`src/rtl/uart_rx.sv`:
```
// Serial receiver: synchronises the line, finds the start edge, samples each bit
// at its centre and presents the word in parallel with valid / frame-error strobes.
module uart_rx #(
    parameter int WIDTH         = 8,
    parameter int DIVISOR       = 100,
    parameter int LITTLE_ENDIAN = 0
) (
    input  logic             clk,
    input  logic             i_reset_n,
    input  logic             i_rx,
    output logic [WIDTH-1:0] o_data,
    output logic             o_dv,
    output logic             o_frame_err,
    output logic             o_busy
);

    localparam int BCW = $clog2(DIVISOR);
    localparam int SCW = $clog2(WIDTH) + 1;
    localparam logic [BCW-1:0] HALF_M1 = BCW'(DIVISOR/2 - 1);
    localparam logic [BCW-1:0] FULL_M1 = BCW'(DIVISOR - 1);
    localparam logic [BCW-1:0] BC_ZERO = BCW'(0);
    localparam logic [BCW-1:0] BC_ONE  = BCW'(1);
    localparam logic [SCW-1:0] LAST_S  = SCW'(WIDTH - 1);
    localparam logic [SCW-1:0] SC_ZERO = SCW'(0);
    localparam logic [SCW-1:0] SC_ONE  = SCW'(1);

    typedef enum logic [1:0] {
        ST_IDLE  = 2'd0,
        ST_START = 2'd1,
        ST_DATA  = 2'd2,
        ST_STOP  = 2'd3
    } state_t;

    state_t           state_q, state_d;
    logic             rx_m_q, rx_s_q, rx_d_q;
    logic [BCW-1:0]   bit_cnt_q, bit_cnt_d;
    logic [SCW-1:0]   s_cnt_q, s_cnt_d;
    logic [WIDTH-1:0] sh_q, sh_d;
    logic [WIDTH-1:0] data_q, data_d;
    logic             dv_q, dv_d;
    logic             err_q, err_d;
    logic [WIDTH-1:0] sh_shift_s;

    // Shift register insertion point depends on the bit order on the wire
    always_comb begin
        sh_shift_s = sh_q;
        if (LITTLE_ENDIAN != 0) begin
            sh_shift_s = {rx_s_q, sh_q[WIDTH-1:1]};
        end else begin
            sh_shift_s = {sh_q[WIDTH-2:0], rx_s_q};
        end
    end

    // Next-state and strobe decode; every sampling decision looks at rx_s only
    always_comb begin
        state_d   = state_q;
        bit_cnt_d = bit_cnt_q;
        s_cnt_d   = s_cnt_q;
        sh_d      = sh_q;
        data_d    = data_q;
        dv_d      = 1'b0;
        err_d     = 1'b0;
        case (state_q)
            ST_IDLE: begin
                bit_cnt_d = BC_ZERO;
                s_cnt_d   = SC_ZERO;
                if (rx_d_q && !rx_s_q) begin
                    state_d = ST_START;
                end else begin
                    state_d = ST_IDLE;
                end
            end
            ST_START: begin
                if (bit_cnt_q == HALF_M1) begin
                    bit_cnt_d = BC_ZERO;
                    s_cnt_d   = SC_ZERO;
                    if (!rx_s_q) begin
                        state_d = ST_DATA;
                    end else begin
                        state_d = ST_IDLE;
                    end
                end else begin
                    bit_cnt_d = bit_cnt_q + BC_ONE;
                end
            end
            ST_DATA: begin
                if (bit_cnt_q == FULL_M1) begin
                    bit_cnt_d = BC_ZERO;
                    sh_d      = sh_shift_s;
                    s_cnt_d   = s_cnt_q + SC_ONE;
                    if (s_cnt_q == LAST_S) begin
                        state_d = ST_STOP;
                    end else begin
                        state_d = ST_DATA;
                    end
                end else begin
                    bit_cnt_d = bit_cnt_q + BC_ONE;
                end
            end
            ST_STOP: begin
                // Leaving at mid stop bit leaves half a bit to catch a back-to-back start
                if (bit_cnt_q == FULL_M1) begin
                    bit_cnt_d = BC_ZERO;
                    state_d   = ST_IDLE;
                    if (rx_s_q) begin
                        data_d = sh_q;
                        dv_d   = 1'b1;
                    end else begin
                        err_d  = 1'b1;
                    end
                end else begin
                    bit_cnt_d = bit_cnt_q + BC_ONE;
                end
            end
            default: begin
                state_d   = ST_IDLE;
                bit_cnt_d = BC_ZERO;
                s_cnt_d   = SC_ZERO;
            end
        endcase
    end

    // Synchroniser, edge-detect flop and all FSM / output registers
    always_ff @(posedge clk or negedge i_reset_n) begin
        if (!i_reset_n) begin
            rx_m_q    <= 1'b1;
            rx_s_q    <= 1'b1;
            rx_d_q    <= 1'b1;
            state_q   <= ST_IDLE;
            bit_cnt_q <= BC_ZERO;
            s_cnt_q   <= SC_ZERO;
            sh_q      <= {WIDTH{1'b0}};
            data_q    <= {WIDTH{1'b0}};
            dv_q      <= 1'b0;
            err_q     <= 1'b0;
        end else begin
            rx_m_q    <= i_rx;
            rx_s_q    <= rx_m_q;
            rx_d_q    <= rx_s_q;
            state_q   <= state_d;
            bit_cnt_q <= bit_cnt_d;
            s_cnt_q   <= s_cnt_d;
            sh_q      <= sh_d;
            data_q    <= data_d;
            dv_q      <= dv_d;
            err_q     <= err_d;
        end
    end

    assign o_data      = data_q;
    assign o_dv        = dv_q;
    assign o_frame_err = err_q;
    assign o_busy      = (state_q != ST_IDLE);

endmodule

```
`config.mk`:
```
export PLATFORM = sky130hd
export DESIGN_NAME = uart_rx
export DESIGN_NICKNAME = d
export VERILOG_FILES = /design/src/rtl/uart_rx.sv
export SDC_FILE = /design/constraint.sdc
export NUM_CORES = 1
export LEC_CHECK = 0
export ABC_AREA = 1
export BUFFER_PORTS_ARGS = -buffer_cell sky130_fd_sc_hd__buf_4
export CAP_MARGIN = 20
export CORE_MARGIN = 2
export CORE_UTILIZATION = 57
export DETAILED_ROUTE_END_ITERATION = 8
export GPL_ROUTABILITY_DRIVEN = 0
export PLACE_DENSITY = 0.83
export SLEW_MARGIN = 20
export SYNTH_ARGS = -nofsm -noshare
export SYNTH_HDL_FRONTEND = slang
export SYNTH_SLANG_ARGS = --single-unit
```
`constraint.sdc`:
```
create_clock -name clk -period 1.95 [get_ports clk]
set_input_delay 0.0975 -clock clk [delete_from_list [all_inputs] [get_ports clk]]
set_output_delay 0.0975 -clock clk [all_outputs]
set_load 0.01 [all_outputs]
```
==> results.py <==
metrics = {
    "power_and_ir_drop": {
        "pwr-share-comb": 0.255,
        "clkPwrFrac": 0.240,
        "power_switching_share": 0.358,
        "leak_pwr_nw": 0.857,
        "total_switching_power_mw": 0.607,
        "power_frac_seq": 0.505,
        "power.density_cell_area_nw_per_um2": 976,
        "vdd_drop_max_v": 0.000751,
        "internal-power_mw": 1.09,
    },
    "clock_tree": {
        "clkSinkCount": 34,
        "clockRootBuffer": "clkbuf_4",
        "number_of_h_tree_levels": 2,
        "cts.reportedPaths.clkPinSlew_ns": 0.10,
        "resized_gates_after_cts": 0,
        "tritoncts": "yes",
        "numCtsBuffers": 5,
        "holdBufCountCts": 2,
        "cts_setup_buffers": 0,
        "clk_latency_ns": 0.33,
        "cts_max_path_buffers": 2,
    },
    "setup_path": {
        "worstSetupPathDepth": 8,
        "cp_cell_sequence": "ha_1, inv_2, nor2_4, nand3_4, nand2_2, nand2_2, inv_2, nor2_1",
        "critical-path-max-stage-delay_ns": 0.42,
        "timing.critical_path.max_delay_family": "simple AND/OR/NAND/NOR gates",
        "timing.critical_path.arrival_ns": 1.75,
        "worst-path-buf-inv": 2,
        "critPathRequiredTime_ns": 2.17,
        "worst_setup_path_start_kind": "register",
        "timing.reg2reg.setup_slack_ns": 0.42,
        "worst-r2r-cell-count": 8,
        "critical_path.max_fanout": 7,
        "timing_worst_setup_path_type": "register to register",
        "cpMaxStageDelayCell": "dfrtp_1",
        "cp-end-kind": "register",
    },
    "sta": {
        "grt_setup_unrepaired": "false",
        "tns_setup_ns": 0,
        "final-hold-violation-count": 0,
        "final_max_slew_viol_count": 0,
        "achievable-frequency_mhz": 654,
        "final_min_period_over_clock_period": 0.784,
        "finalWorstPathRequiredPeriod_ns": 1.53,
        "timing.final.setup_violations": 0,
        "worst_clock_skew_ns": 0.00595,
        "worst-slew-pin-transition_ns": 0.422,
        "maxSlewHeadroom": 0.719,
    },
    "global_routing": {
        "gr-usage-all-layers": 0.196,
        "met3_track_usage_gr": 0.0628,
        "grt_first_pass_wirelength_mm": 4.61,
        "grt_util_met2": 0.334,
        "grt.busiest_layer": "met2",
        "via_count_of_the_first_global_routing_pass": 1092,
        "initial_antenna_violation_count": 0,
        "overflow": 0,
        "grt_max_degree": 35,
        "grt.met1_usage": 0.223,
    },
    "finish": {
        "final_non_filler_cell_area_um2": 1740,
        "nets": 183,
        "layout-area-overhead-vs-synth_pct": 12.8,
        "most-common-layout-cells": "39 x nand2_1, 31 x dfrtp_1, 17 x nor2_1, 14 x inv_1, 13 x buf_4",
        "layout.cells.most_common": "nand2_1",
        "final_layout_size_suffix_gt1_frac": 0.270,
        "num_antenna_cells": 0,
    },
    "min_path": {
        "min_path_type": "input pin to async pin",
    },
    "drt": {
        "detail_route.iter0.violations": 13,
        "dr.pass1.iters": 4,
        "wire_per_inst_um": 12.6,
        "drt-total-wl_mm": 2.63,
        "route.antenna.remaining_nets": 0,
        "via_count": 1075,
        "drcViolationCount": 0,
        "vias_per_cell": 5.17,
    },
    "logic_synthesis": {
        "synth.net_count": 163,
        "synth_cell_types": 24,
        "yosysSeqAreaShare": 0.555,
        "synth_area_per_cell_um2": 9.80,
        "number_of_instances_in_the_synthesized_netlist": 157,
        "synth-warning-count": 0,
        "synth_area_um2": 1540,
        "ys_seq_elements": 34,
    },
    "floorplan": {
        "die_y_um": 56.0,
        "ios": 14,
        "floorplan.initialDensity": 0.610,
        "design.core.area_um2": 2520,
        "chipWidth_um": 56.0,
        "core.rowCount": 18,
        "die-area_um2": 3130,
    },
    "job": {
        "cap_viol_max_count": 0,
    },
    "placement": {
        "post-dp-hpwl_mm": 1.93,
        "place.port_buffers": 13,
        "dpl_cell_area_um2": 1650,
    },
    "run_status": {
        "run_status": "completed",
    },
}
[cell usage after synthesis, drive strengths merged]
cell | number | share of area
nand2 | 42 | 0.11
dfrtp | 31 | 0.50
nor2 | 22 | 0.084
inv | 20 | 0.049
o21ai | 18 | 0.078
nand3 | 5 | 0.024
xor2 | 4 | 0.023
dfstp | 3 | 0.051
ha | 3 | 0.024
buf | 2 | 0.015
nand4 | 2 | 0.018
nand3b | 1 | 0.0049
nor3 | 1 | 0.0032
nor3b | 1 | 0.0049
o22ai | 1 | 0.0041
xnor2 | 1 | 0.0057
[path summary, 6_finish.rpt]
path	from	end
max	bit_cnt_q[0]$_DFF_PN0_	bit_cnt_q[4]$_DFF_PN0_
min	i_reset_n	sh_q[6]$_DFFE_PN0P_
max reg2reg	bit_cnt_q[0]$_DFF_PN0_	bit_cnt_q[4]$_DFF_PN0_
max in group asynchronous	i_reset_n	rx_m_q$_DFF_PN1_
min in group clk	rx_m_q$_DFF_PN1_	rx_s_q$_DFF_PN1_
min reg2reg	rx_m_q$_DFF_PN1_	rx_s_q$_DFF_PN1_
[stage by stage]
| stage | power (mW) | hold slack (ns) | std cells | util | setup WS (ns) |
|---|---|---|---|---|---|
| after floorplan | 1.19 | -0.198 | 157 | - | 0.610 |
| after detailed placement | 1.30 | 0.0633 | 198 | 0.655 | 0.451 |
| after CTS | 1.71 | 0.227 | 208 | 0.688 | 0.430 |
| after global placement | 1.27 | 0.0570 | 198 | 0.655 | 0.520 |
| after global routing | 1.79 | 0.251 | 208 | 0.688 | 0.337 |
| final | 1.69 | 0.231 | 208 | 0.688 | 0.422 |
[registers in the layout, indices dropped and copies added, names as in the netlist, named ones only]
| name | cells |
|---|---|
| o_frame_err | 1 |
| rx_s_q | 1 |
| rx_d_q | 1 |
| state_q | 1 |
| sh_q | 8 |
| rx_m_q | 1 |
| o_data | 8 |
| o_dv | 1 |
| bit_cnt_q | 7 |
| s_cnt_q | 4 |
[cells by family after synthesis]
| logic type | count (synthesis) | synth area share |
|---|---|---|
| fa+ha+maj | 3 | 0.0244 |
| simple gates | 74 | 0.246 |
| xor+xnor | 5 | 0.0285 |
| buf+inv | 22 | 0.0634 |
| flops | 34 | 0.555 |
| compound gates | 19 | 0.0821 |
[power groups by stage]
stage | Sequential (mW) | Combinational, mW | Clock [mW]
floorplan | 0.851 | 0.338 | 0
global placement | 0.860 | 0.408 | 0
detailed placement | 0.867 | 0.430 | 0
CTS | 0.854 | 0.436 | 0.425
global route | 0.864 | 0.475 | 0.451
finish | 0.855 | 0.433 | 0.406
[layout make-up]
cell class / instances / area (um^2)
sequential: 34 / 855
fill: 202 / 787
multi-input combinational: 101 / 587
timing repair buffer: 15 / 118
inverter: 20 / 75.1
clock buffer: 6 / 51.3
tap: 30 / 37.5
clock inverter: 2 / 12.5
[per-layer routing]
| metal | part of all wire | vias to the layer above |
|---|---|---|
| li1 | - | 528 |
| met1 | 0.44 | 520 |
| met2 | 0.50 | 20 |
| met3 | 0.037 | 7 |
| met4 | 0.023 | 0 |
| met5 | 0 | - |
No activity file was read; power rests on OpenSTA's default activity.
